==> src/rtl/ctrl_fsm_multicycle_pkg.sv <==
// Shared types for the multi-cycle control unit: opcode/funct codes, ALU and branch encodings,
// FSM states and the decoded control bundle.
package ctrl_pkg;

   localparam logic [5:0] OP_RTYPE = 6'b000000;
   localparam logic [5:0] OP_J     = 6'b000010;
   localparam logic [5:0] OP_JAL   = 6'b000011;
   localparam logic [5:0] OP_BEQ   = 6'b000100;
   localparam logic [5:0] OP_BNE   = 6'b000101;
   localparam logic [5:0] OP_BLT   = 6'b000110;
   localparam logic [5:0] OP_BGT   = 6'b000111;
   localparam logic [5:0] OP_BLE   = 6'b010110;
   localparam logic [5:0] OP_BGE   = 6'b010111;
   localparam logic [5:0] OP_ADDI  = 6'b001000;
   localparam logic [5:0] OP_SLTIU = 6'b001011;
   localparam logic [5:0] OP_ORI   = 6'b001101;
   localparam logic [5:0] OP_XORI  = 6'b001110;
   localparam logic [5:0] OP_LUI   = 6'b001111;
   localparam logic [5:0] OP_LW    = 6'b100011;
   localparam logic [5:0] OP_SB    = 6'b101000;
   localparam logic [5:0] OP_SW    = 6'b101011;

   localparam logic [5:0] FN_JR    = 6'b001000;
   localparam logic [5:0] FN_JALR  = 6'b001001;
   localparam logic [5:0] FN_ADD   = 6'b100000;
   localparam logic [5:0] FN_SUB   = 6'b100010;
   localparam logic [5:0] FN_AND   = 6'b100100;
   localparam logic [5:0] FN_OR    = 6'b100101;
   localparam logic [5:0] FN_NOR   = 6'b100111;
   localparam logic [5:0] FN_SLT   = 6'b101010;
   localparam logic [5:0] FN_SLTU  = 6'b101011;

   typedef enum logic [3:0] {
      ALU_AND  = 4'b0000,
      ALU_ADD  = 4'b0010,
      ALU_OR   = 4'b0011,
      ALU_XOR  = 4'b0100,
      ALU_SUB  = 4'b0110,
      ALU_SLT  = 4'b0111,
      ALU_LUI  = 4'b1000,
      ALU_NOR  = 4'b1100,
      ALU_SLTU = 4'b1111
   } alu_op_e;

   typedef enum logic [2:0] {
      BR_EQ = 3'd0,
      BR_NE = 3'd1,
      BR_LT = 3'd2,
      BR_GT = 3'd3,
      BR_LE = 3'd4,
      BR_GE = 3'd5
   } branch_cond_e;

   typedef enum logic [2:0] {
      S_IDLE   = 3'd0,
      S_DECODE = 3'd1,
      S_EXEC   = 3'd2,
      S_MEM    = 3'd3,
      S_WB     = 3'd4
   } state_e;

   typedef enum logic [3:0] {
      K_ALU     = 4'd0,
      K_BRANCH  = 4'd1,
      K_J       = 4'd2,
      K_JAL     = 4'd3,
      K_JR      = 4'd4,
      K_JALR    = 4'd5,
      K_LOAD    = 4'd6,
      K_STORE   = 4'd7,
      K_ILLEGAL = 4'd8
   } instr_kind_e;

   typedef struct packed {
      instr_kind_e  kind;
      alu_op_e      alu_op;
      logic         alu_src;
      branch_cond_e cond;
   } ctrl_t;

endpackage

==> src/rtl/ctrl_fsm_multicycle_if.sv <==
// Instruction handshake, memory handshake and datapath control bundle of the control unit.
// master: the control unit; slave: the fetch/datapath side.
interface ctrl_fsm_multicycle_if import ctrl_pkg::*; #(
   parameter int REG_ADDR_W = 5
);
   logic                  instr_valid;
   logic [31:0]           instr;
   logic                  instr_ready;
   logic                  mem_ready;
   alu_op_e               alu_op;
   logic                  alu_src;
   logic [REG_ADDR_W-1:0] read_register_1;
   logic [REG_ADDR_W-1:0] read_register_2;
   logic [REG_ADDR_W-1:0] write_register;
   logic                  reg_write_enable;
   logic                  mem_to_reg;
   logic                  ram_read_enable;
   logic                  ram_write_enable;
   logic                  pc_increment;
   logic                  jump;
   logic                  jal;
   logic                  jr;
   logic                  branch;
   branch_cond_e          branch_cond;
   logic                  illegal_instr;
   logic                  mem_error;

   modport master (
      input  instr_valid, instr, mem_ready,
      output instr_ready, alu_op, alu_src, read_register_1, read_register_2, write_register,
             reg_write_enable, mem_to_reg, ram_read_enable, ram_write_enable, pc_increment,
             jump, jal, jr, branch, branch_cond, illegal_instr, mem_error
   );

   modport slave (
      output instr_valid, instr, mem_ready,
      input  instr_ready, alu_op, alu_src, read_register_1, read_register_2, write_register,
             reg_write_enable, mem_to_reg, ram_read_enable, ram_write_enable, pc_increment,
             jump, jal, jr, branch, branch_cond, illegal_instr, mem_error
   );
endinterface

==> src/rtl/ctrl_fsm_multicycle_decode.sv <==
// Combinational instruction decoder: instruction word -> control bundle and register indices.
// CTRL_EXT_BRANCH_EN adds the BLT/BGT/BLE/BGE branch opcodes; otherwise they decode as illegal.
module ctrl_decode import ctrl_pkg::*; #(
   parameter int REG_ADDR_W = 5,
   parameter int LINK_REG   = 31
) (
   input  logic [31:0]           instr_i,
   output ctrl_t                 ctrl_o,
   output logic [REG_ADDR_W-1:0] rs_o,
   output logic [REG_ADDR_W-1:0] rt_o,
   output logic [REG_ADDR_W-1:0] wr_o
);
   logic [5:0]            opcode;
   logic [5:0]            funct;
   logic [REG_ADDR_W-1:0] rd;
   logic                  unused_shamt;

   assign opcode       = instr_i[31:26];
   assign funct        = instr_i[5:0];
   assign rs_o         = REG_ADDR_W'(instr_i[25:21]);
   assign rt_o         = REG_ADDR_W'(instr_i[20:16]);
   assign rd           = REG_ADDR_W'(instr_i[15:11]);
   assign unused_shamt = ^instr_i[10:6];

   always_comb begin
      ctrl_o = '{kind: K_ILLEGAL, alu_op: ALU_ADD, alu_src: 1'b0, cond: BR_EQ};
      wr_o   = rt_o;
      case (opcode)
         OP_RTYPE: begin
            wr_o        = rd;
            ctrl_o.kind = K_ALU;
            case (funct)
               FN_ADD:  ctrl_o.alu_op = ALU_ADD;
               FN_SUB:  ctrl_o.alu_op = ALU_SUB;
               FN_AND:  ctrl_o.alu_op = ALU_AND;
               FN_OR:   ctrl_o.alu_op = ALU_OR;
               FN_NOR:  ctrl_o.alu_op = ALU_NOR;
               FN_SLT:  ctrl_o.alu_op = ALU_SLT;
               FN_SLTU: ctrl_o.alu_op = ALU_SLTU;
               FN_JR:   ctrl_o.kind   = K_JR;
               FN_JALR: ctrl_o.kind   = K_JALR;
               default: ctrl_o.kind   = K_ILLEGAL;
            endcase
         end
         OP_ADDI:  ctrl_o = '{kind: K_ALU, alu_op: ALU_ADD,  alu_src: 1'b1, cond: BR_EQ};
         OP_SLTIU: ctrl_o = '{kind: K_ALU, alu_op: ALU_SLTU, alu_src: 1'b1, cond: BR_EQ};
         OP_ORI:   ctrl_o = '{kind: K_ALU, alu_op: ALU_OR,   alu_src: 1'b1, cond: BR_EQ};
         OP_XORI:  ctrl_o = '{kind: K_ALU, alu_op: ALU_XOR,  alu_src: 1'b1, cond: BR_EQ};
         OP_LUI:   ctrl_o = '{kind: K_ALU, alu_op: ALU_LUI,  alu_src: 1'b1, cond: BR_EQ};
         OP_LW:    ctrl_o = '{kind: K_LOAD,  alu_op: ALU_ADD, alu_src: 1'b1, cond: BR_EQ};
         OP_SW,
         OP_SB:    ctrl_o = '{kind: K_STORE, alu_op: ALU_ADD, alu_src: 1'b1, cond: BR_EQ};
         OP_BEQ:   ctrl_o = '{kind: K_BRANCH, alu_op: ALU_SUB, alu_src: 1'b0, cond: BR_EQ};
         OP_BNE:   ctrl_o = '{kind: K_BRANCH, alu_op: ALU_SUB, alu_src: 1'b0, cond: BR_NE};
`ifdef CTRL_EXT_BRANCH_EN
         OP_BLT:   ctrl_o = '{kind: K_BRANCH, alu_op: ALU_SUB, alu_src: 1'b0, cond: BR_LT};
         OP_BGT:   ctrl_o = '{kind: K_BRANCH, alu_op: ALU_SUB, alu_src: 1'b0, cond: BR_GT};
         OP_BLE:   ctrl_o = '{kind: K_BRANCH, alu_op: ALU_SUB, alu_src: 1'b0, cond: BR_LE};
         OP_BGE:   ctrl_o = '{kind: K_BRANCH, alu_op: ALU_SUB, alu_src: 1'b0, cond: BR_GE};
`endif
         OP_J:     ctrl_o.kind = K_J;
         OP_JAL: begin
            ctrl_o.kind = K_JAL;
            wr_o        = REG_ADDR_W'(LINK_REG);
         end
         default: ;
      endcase
   end
endmodule

==> src/rtl/ctrl_fsm_multicycle.sv <==
// Multi-cycle control unit: instruction handshake, decode register, EXEC/MEM/WB sequencing.
// Build option CTRL_EXT_BRANCH_EN (in ctrl_decode) enables the extended branch opcodes.
//
//   state  | meaning
//   IDLE   | instr_ready high, waiting for instr_valid
//   DECODE | latched instruction decoded, control registers loaded
//   EXEC   | one-cycle strobes for ALU/branch/jump; loads and stores continue to MEM
//   MEM    | RAM enable held, wait counter running until mem_ready or timeout
//   WB     | load writeback strobe
module ctrl_fsm_multicycle import ctrl_pkg::*; #(
   parameter int REG_ADDR_W   = 5,
   parameter int LINK_REG     = 31,
   parameter int MEM_WAIT_MAX = 15
) (
   input logic                  clk,
   input logic                  reset,
   ctrl_fsm_multicycle_if.master bus
);
   localparam int              CNT_W   = $clog2(MEM_WAIT_MAX + 1);
   localparam logic [CNT_W-1:0] CNT_MAX = CNT_W'(MEM_WAIT_MAX);

   state_e                state_q;
   logic [31:0]           instr_q;
   instr_kind_e           kind_q;
   logic [CNT_W-1:0]      cnt_q, cnt_d;
   ctrl_t                 dec;
   logic [REG_ADDR_W-1:0] dec_rs, dec_rt, dec_wr;
   logic                  dec_wr_ok;

   logic                  instr_ready_q, alu_src_q;
   alu_op_e               alu_op_q;
   branch_cond_e          cond_q;
   logic [REG_ADDR_W-1:0] rs_q, rt_q, wr_q;
   logic                  reg_we_q, mem_to_reg_q, ram_re_q, ram_we_q, pc_inc_q;
   logic                  jump_q, jal_q, jr_q, branch_q, illegal_q, mem_error_q;

   ctrl_decode #(.REG_ADDR_W(REG_ADDR_W), .LINK_REG(LINK_REG)) u_decode (
      .instr_i (instr_q),
      .ctrl_o  (dec),
      .rs_o    (dec_rs),
      .rt_o    (dec_rt),
      .wr_o    (dec_wr)
   );

   assign cnt_d     = cnt_q + 1'b1;
   assign dec_wr_ok = (dec_wr != '0);

   always_ff @(posedge clk or negedge reset) begin
      if (!reset) begin
         state_q       <= S_IDLE;
         instr_q       <= '0;
         kind_q        <= K_ALU;
         cnt_q         <= '0;
         instr_ready_q <= 1'b1;
         alu_op_q      <= ALU_AND;
         alu_src_q     <= 1'b0;
         cond_q        <= BR_EQ;
         rs_q          <= '0;
         rt_q          <= '0;
         wr_q          <= '0;
         reg_we_q      <= 1'b0;
         mem_to_reg_q  <= 1'b0;
         ram_re_q      <= 1'b0;
         ram_we_q      <= 1'b0;
         pc_inc_q      <= 1'b0;
         jump_q        <= 1'b0;
         jal_q         <= 1'b0;
         jr_q          <= 1'b0;
         branch_q      <= 1'b0;
         illegal_q     <= 1'b0;
         mem_error_q   <= 1'b0;
      end else begin
         reg_we_q     <= 1'b0;
         mem_to_reg_q <= 1'b0;
         pc_inc_q     <= 1'b0;
         jump_q       <= 1'b0;
         jal_q        <= 1'b0;
         jr_q         <= 1'b0;
         branch_q     <= 1'b0;
         illegal_q    <= 1'b0;
         mem_error_q  <= 1'b0;
         unique case (state_q)
            S_IDLE: begin
               if (bus.instr_valid) begin
                  instr_q       <= bus.instr;
                  instr_ready_q <= 1'b0;
                  state_q       <= S_DECODE;
               end
            end
            // Strobes are loaded here so they are visible for exactly the EXEC cycle.
            S_DECODE: begin
               alu_op_q  <= dec.alu_op;
               alu_src_q <= dec.alu_src;
               cond_q    <= dec.cond;
               rs_q      <= dec_rs;
               rt_q      <= dec_rt;
               wr_q      <= dec_wr;
               kind_q    <= dec.kind;
               state_q   <= S_EXEC;
               case (dec.kind)
                  K_ALU: begin
                     reg_we_q <= dec_wr_ok;
                     pc_inc_q <= 1'b1;
                  end
                  K_BRANCH: begin
                     branch_q <= 1'b1;
                     pc_inc_q <= 1'b1;
                  end
                  K_J: jump_q <= 1'b1;
                  K_JAL: begin
                     jump_q   <= 1'b1;
                     jal_q    <= 1'b1;
                     reg_we_q <= dec_wr_ok;
                  end
                  K_JR: jr_q <= 1'b1;
                  K_JALR: begin
                     jr_q     <= 1'b1;
                     jal_q    <= 1'b1;
                     reg_we_q <= dec_wr_ok;
                  end
                  K_ILLEGAL: begin
                     illegal_q <= 1'b1;
                     pc_inc_q  <= 1'b1;
                  end
                  default: ;
               endcase
            end
            S_EXEC: begin
               cnt_q <= '0;
               if (kind_q == K_LOAD) begin
                  ram_re_q <= 1'b1;
                  state_q  <= S_MEM;
               end else if (kind_q == K_STORE) begin
                  ram_we_q <= 1'b1;
                  state_q  <= S_MEM;
               end else begin
                  instr_ready_q <= 1'b1;
                  state_q       <= S_IDLE;
               end
            end
            // mem_ready is tested first so a response on the limit cycle still succeeds.
            S_MEM: begin
               cnt_q <= cnt_d;
               if (bus.mem_ready) begin
                  ram_re_q <= 1'b0;
                  ram_we_q <= 1'b0;
                  pc_inc_q <= 1'b1;
                  if (ram_re_q) begin
                     reg_we_q     <= (wr_q != '0);
                     mem_to_reg_q <= 1'b1;
                     state_q      <= S_WB;
                  end else begin
                     instr_ready_q <= 1'b1;
                     state_q       <= S_IDLE;
                  end
               end else if (cnt_d == CNT_MAX) begin
                  ram_re_q      <= 1'b0;
                  ram_we_q      <= 1'b0;
                  pc_inc_q      <= 1'b1;
                  mem_error_q   <= 1'b1;
                  instr_ready_q <= 1'b1;
                  state_q       <= S_IDLE;
               end
            end
            S_WB: begin
               instr_ready_q <= 1'b1;
               state_q       <= S_IDLE;
            end
            default: begin
               instr_ready_q <= 1'b1;
               state_q       <= S_IDLE;
            end
         endcase
      end
   end

   assign bus.instr_ready      = instr_ready_q;
   assign bus.alu_op           = alu_op_q;
   assign bus.alu_src          = alu_src_q;
   assign bus.read_register_1  = rs_q;
   assign bus.read_register_2  = rt_q;
   assign bus.write_register   = wr_q;
   assign bus.reg_write_enable = reg_we_q;
   assign bus.mem_to_reg       = mem_to_reg_q;
   assign bus.ram_read_enable  = ram_re_q;
   assign bus.ram_write_enable = ram_we_q;
   assign bus.pc_increment     = pc_inc_q;
   assign bus.jump             = jump_q;
   assign bus.jal              = jal_q;
   assign bus.jr               = jr_q;
   assign bus.branch           = branch_q;
   assign bus.branch_cond      = cond_q;
   assign bus.illegal_instr    = illegal_q;
   assign bus.mem_error        = mem_error_q;
endmodule

==> src/flat_wrapper.sv <==
// flat-port wrapper written by rule: the top's interface ports become plain ports
module ctrl_fsm_multicycle_flat import ctrl_pkg::*;
#(
   parameter int REG_ADDR_W   = 5,
   parameter int LINK_REG     = 31,
   parameter int MEM_WAIT_MAX = 15
)
  (clk, reset, bus_instr_valid, bus_instr, bus_mem_ready, bus_instr_ready, bus_alu_op, bus_alu_src, bus_read_register_1, bus_read_register_2, bus_write_register, bus_reg_write_enable, bus_mem_to_reg, bus_ram_read_enable, bus_ram_write_enable, bus_pc_increment, bus_jump, bus_jal, bus_jr, bus_branch, bus_branch_cond, bus_illegal_instr, bus_mem_error);
  ctrl_fsm_multicycle_if #(.REG_ADDR_W(REG_ADDR_W)) bus_i ();
  input logic clk;
  input logic reset;
  input wire logic [$bits(bus_i.instr_valid)-1:0] bus_instr_valid;
  input wire logic [$bits(bus_i.instr)-1:0] bus_instr;
  input wire logic [$bits(bus_i.mem_ready)-1:0] bus_mem_ready;
  output wire logic [$bits(bus_i.instr_ready)-1:0] bus_instr_ready;
  output wire logic [$bits(bus_i.alu_op)-1:0] bus_alu_op;
  output wire logic [$bits(bus_i.alu_src)-1:0] bus_alu_src;
  output wire logic [$bits(bus_i.read_register_1)-1:0] bus_read_register_1;
  output wire logic [$bits(bus_i.read_register_2)-1:0] bus_read_register_2;
  output wire logic [$bits(bus_i.write_register)-1:0] bus_write_register;
  output wire logic [$bits(bus_i.reg_write_enable)-1:0] bus_reg_write_enable;
  output wire logic [$bits(bus_i.mem_to_reg)-1:0] bus_mem_to_reg;
  output wire logic [$bits(bus_i.ram_read_enable)-1:0] bus_ram_read_enable;
  output wire logic [$bits(bus_i.ram_write_enable)-1:0] bus_ram_write_enable;
  output wire logic [$bits(bus_i.pc_increment)-1:0] bus_pc_increment;
  output wire logic [$bits(bus_i.jump)-1:0] bus_jump;
  output wire logic [$bits(bus_i.jal)-1:0] bus_jal;
  output wire logic [$bits(bus_i.jr)-1:0] bus_jr;
  output wire logic [$bits(bus_i.branch)-1:0] bus_branch;
  output wire logic [$bits(bus_i.branch_cond)-1:0] bus_branch_cond;
  output wire logic [$bits(bus_i.illegal_instr)-1:0] bus_illegal_instr;
  output wire logic [$bits(bus_i.mem_error)-1:0] bus_mem_error;
  assign bus_i.instr_valid = bus_instr_valid;
  assign bus_i.instr = bus_instr;
  assign bus_i.mem_ready = bus_mem_ready;
  assign bus_instr_ready = bus_i.instr_ready;
  assign bus_alu_op = bus_i.alu_op;
  assign bus_alu_src = bus_i.alu_src;
  assign bus_read_register_1 = bus_i.read_register_1;
  assign bus_read_register_2 = bus_i.read_register_2;
  assign bus_write_register = bus_i.write_register;
  assign bus_reg_write_enable = bus_i.reg_write_enable;
  assign bus_mem_to_reg = bus_i.mem_to_reg;
  assign bus_ram_read_enable = bus_i.ram_read_enable;
  assign bus_ram_write_enable = bus_i.ram_write_enable;
  assign bus_pc_increment = bus_i.pc_increment;
  assign bus_jump = bus_i.jump;
  assign bus_jal = bus_i.jal;
  assign bus_jr = bus_i.jr;
  assign bus_branch = bus_i.branch;
  assign bus_branch_cond = bus_i.branch_cond;
  assign bus_illegal_instr = bus_i.illegal_instr;
  assign bus_mem_error = bus_i.mem_error;
  ctrl_fsm_multicycle #(.REG_ADDR_W(REG_ADDR_W), .LINK_REG(LINK_REG), .MEM_WAIT_MAX(MEM_WAIT_MAX)) u_core (.clk(clk), .reset(reset), .bus(bus_i));
endmodule
==> config.mk <==
export PLATFORM = sky130hd
export DESIGN_NAME = ctrl_fsm_multicycle_flat
export DESIGN_NICKNAME = d
export VERILOG_FILES = /design/src/rtl/ctrl_fsm_multicycle_pkg.sv /design/src/rtl/ctrl_fsm_multicycle_if.sv /design/src/rtl/ctrl_fsm_multicycle_decode.sv /design/src/rtl/ctrl_fsm_multicycle.sv /design/src/flat_wrapper.sv
export SDC_FILE = /design/constraint.sdc
export NUM_CORES = 1
export LEC_CHECK = 0
export ABC_AREA = 1
export CAP_MARGIN = 5
export CORE_ASPECT_RATIO = 1.75
export CORE_MARGIN = 2
export CORE_UTILIZATION = 30
export DETAILED_ROUTE_END_ITERATION = 8
export PLACE_DENSITY = 0.57
export SKIP_LAST_GASP = 1
export SLEW_MARGIN = 30
export SYNTH_ARGS = -nofsm -noshare
export SYNTH_HDL_FRONTEND = slang
export SYNTH_SLANG_ARGS = --single-unit
==> constraint.sdc <==
create_clock -name clk -period 2.1 [get_ports clk]
set_clock_uncertainty 0.1 [all_clocks]
set_input_delay 0.42 -clock clk [delete_from_list [all_inputs] [get_ports clk]]
set_output_delay 0.42 -clock clk [all_outputs]
set_load 0.05 [all_outputs]
==> run_results.csv <==
group,metric,value,unit
worst_setup_path,arrival,1.53,ns
clock_tree,cts_buffers,9,
worst_setup_path,critPathMaxFanout,2,
synth,ys_ff_latch,71,
synth,syn-cell-area,3260,um^2
drt,drc,0,
timing,rsz0062_at_grt,"false",
die,die_y,142,um
clock_tree,cts.sinks,71,
worst_setup_path,crit_required,1.58,ns
synth,synth_compound_area_share,10.9,%
synth,synth_top_family_by_area,"simple AND/OR/NAND/NOR gates",
synth,yosys_warnings,0,
clock_tree,clk_latency,0.33,ns
place,gp_congestion,0.825,
place,dp.cells,564,
power,p_sw,2.93,mW
die,die-area,11700,um^2
timing,final-hold-violation-count,0,
synth,ys_types,36,
drt,wire_per_inst,13.0,um
power,p_comb_share,42.9,%
synth,seq_area_frac_synth,54.5,%
timing,slew_viol_final,0,
die,start_util,30.6,%
drt,postRouteAntennaNets,0,
synth,synth_fa_ha_area_share,0.768,%
clock_tree,cts.clk_slew.worst_paths,0.06,ns
timing,finalCriticalPeriod,2.05,ns
clock_tree,cts-htree-levels,3,
drt,drtPass1Iterations,4,
die,num_rows,50,
worst_setup_path,path_buf_inv,1,
drt,vias_per_cell,4.61,
layout,layout.nets,484,
synth,synthXorXnorAreaFrac,0.537,%
timing,fmax,489,MHz
clock_tree,cts_root_buffer,"clkbuf_16",
grt,grtUsageTotal,14.2,%
synth,avgSynthCellArea,8.69,um^2
layout,instances_no_fill,581,
run_status,status,"complete, no violations",
grt,gr-total-overflow,0,
power,power_frac_seq,32.8,%
worst_setup_path,slowest_delay,0.82,ns
grt,grt_pass1_wl,12.5,mm
worst_setup_path,end_kind,"output pin",
layout,largest_register_ffs,27,
clock_tree,cts_tree,"built",
power,powerDensity,1590,nW/um^2
grt,grt_pass1_vias,2627,
layout,antenna_cells,0,
synth,synthSimpleGateAreaFrac,24.0,%
power,p_int,4.04,mW
power,p_leak,2.08,nW
worst_setup_path,cpMaxStageDelayCell,"clkdlybuf4s50_1",
layout,area_growth,34.7,%
synth,synthMuxAreaShare,1.38,%
drt,drt_iter0_markers,116,
timing,post-route-period-util,97.4,%
timing,setup_viol,0,
timing,maxSlewHeadroom,66.4,%
die,die_x,82.8,um
synth,synthCells,375,
power,p_clk_share,24.3,%
grt,antenna_found_initial,0,
layout,drive_gt1_share,13.3,%
drt,vias,2677,
die,coreArea,10600,um^2
run,cap_viol_max_count,0,
power,peakVddDrop,0.685,mV
drt,wl,7.55,mm
power,swShare,42.0,%
worst_setup_path,criticalPathCategory,"reg2out",
timing,tightest_slew,0.503,ns
layout,top_register,"u_core.instr_q",
place,io_buffer_count,63,
worst_setup_path,crit_chain,"clkdlybuf4s50_1",
clock_tree,cts.path.max_buffers,2,
grt,grt_max_degree,43,
worst_setup_path,path_delay_family,"buffers and inverters",
power,fin_total_pwr,6.97,mW
die,pin_count,71,
min_path,min-delay-path-class,"reg2reg",
timing,final.setup.tns,0,ns
place,hpwl,5.68,mm
worst_setup_path,critPathLaunchType,"register",
==> synthesized netlist by cell type (all sizes together) <==
cell type  number  area (um^2)
o21bai          1         11.3
nand3b          3         22.5
clkbuf          3         11.3
o221ai          1         8.76
nor3            5         51.3
a21oi           7         35.0
nand2          92          350
o21ai          53          265
nand3          24          148
o2111ai         1         8.76
nand4           3         18.8
xnor2           1         8.76
dfstp           1         26.3
nor2           40          180
conb            1         3.75
xor2            1         8.76
clkinv          1         8.76
o21a            1         7.51
ha              2         25.0
dfrtp          70         1750
buf             9         58.8
mux2            4         45.0
inv            46          173
nor4            2         12.5
a31oi           3         18.8
==> cells in the final DEF, fill, tap and decap left out, types with 4 or more instances in the layout <==
master,instances
nand2_1,90
dfrtp_1,70
clkdlybuf4s50_1,50
inv_1,44
nor2_1,34
o21ai_0,34
nand3_1,20
o21ai_1,19
buf_4,16
clkbuf_16,9
a21oi_1,7
nor2_4,4
mux2_2,4
==> routing by layer <==
metal  global-route usage, %  vias to the layer above  wire length, um
met2                    24.0                       72             3960
met4                    6.30                        0              170
li1                        -                     1344                -
met3                    4.07                       14              360
met5                       0                        -                0
met1                    16.4                     1247             3060
==> path summary, 6_finish.rpt <==
path | from | end | slack, ns | depth (start not counted)
max | u_core.bus.read_register_1[4] | bus_read_register_1[4] | 0.05 | 1
min | u_core.bus.instr_ready | u_core.bus.instr_ready | 0.38 | 2
max reg2reg | u_core.instr_q[31] | u_core.bus.reg_write_enable | 0.38 | 10
min reg2reg | u_core.bus.instr_ready | u_core.bus.instr_ready | 0.38 | 2
max in group asynchronous | reset | u_core.bus.jr | 1.05 | 3
min in group asynchronous | reset | u_core.instr_q[31] | 0.51 | 3
==> final cells by class <==
cell class	instances	area, um^2
multi-input cells	246	1240
fillers	1087	6240
well taps	130	163
flip-flops and latches	71	1780
clock inverters	4	76.3
inverters	47	181
clock buffers	12	267
repair buffers	71	688
==> per-stage QoR <==
step / utilization, % / worst slack (ns) / hold WS (ns) / instance area [um^2]
2_1_floorplan: - / 0.567 / 0.0244 / 3260
3_3_place_gp: 38.0 / 0.170 / 0.324 / 4040
3_5_place_dp: 38.0 / 0.156 / 0.333 / 4040
4_1_cts: 41.3 / 0.0139 / 0.384 / 4390
5_1_grt: 41.3 / 0.0208 / 0.407 / 4390
6_report: 41.3 / 0.0537 / 0.379 / 4390
==> what timing repair did <==
action	4_1_cts	5_1_grt
setup endpoints to repair	0	1
hold endpoints to repair	41	0
buffers inserted	0	0
resized for setup	0	1
hold buffers	1	0
==> kinds of logic (layout without fill, tap and decap cells) <==
| kind of cell | after synthesis | count (layout) |
|---|---|---|
| AND/OR/NAND/NOR | 169 | 169 |
| flip-flops | 71 | 71 |
| AO/OA/AOI/OAI | 67 | 67 |
| buffers and inverters | 59 | 134 |
| multiplexers | 4 | 4 |
| adder cells (fa/ha/maj) | 2 | 2 |
| XOR/XNOR | 2 | 2 |
| other | 1 | 2 |
==> power by group through the flow <==
stage | sequential (mW) | clock [mW] | combinational, mW
after floorplan | 2.93 | 0 | 1.44
after global placement | 2.28 | 0 | 2.94
final | 2.29 | 1.70 | 2.99
after CTS | 2.29 | 1.74 | 3.02
after detailed placement | 2.30 | 0 | 3.01
after global routing | 2.35 | 1.81 | 3.28
Power figures use the tool's default switching activity.
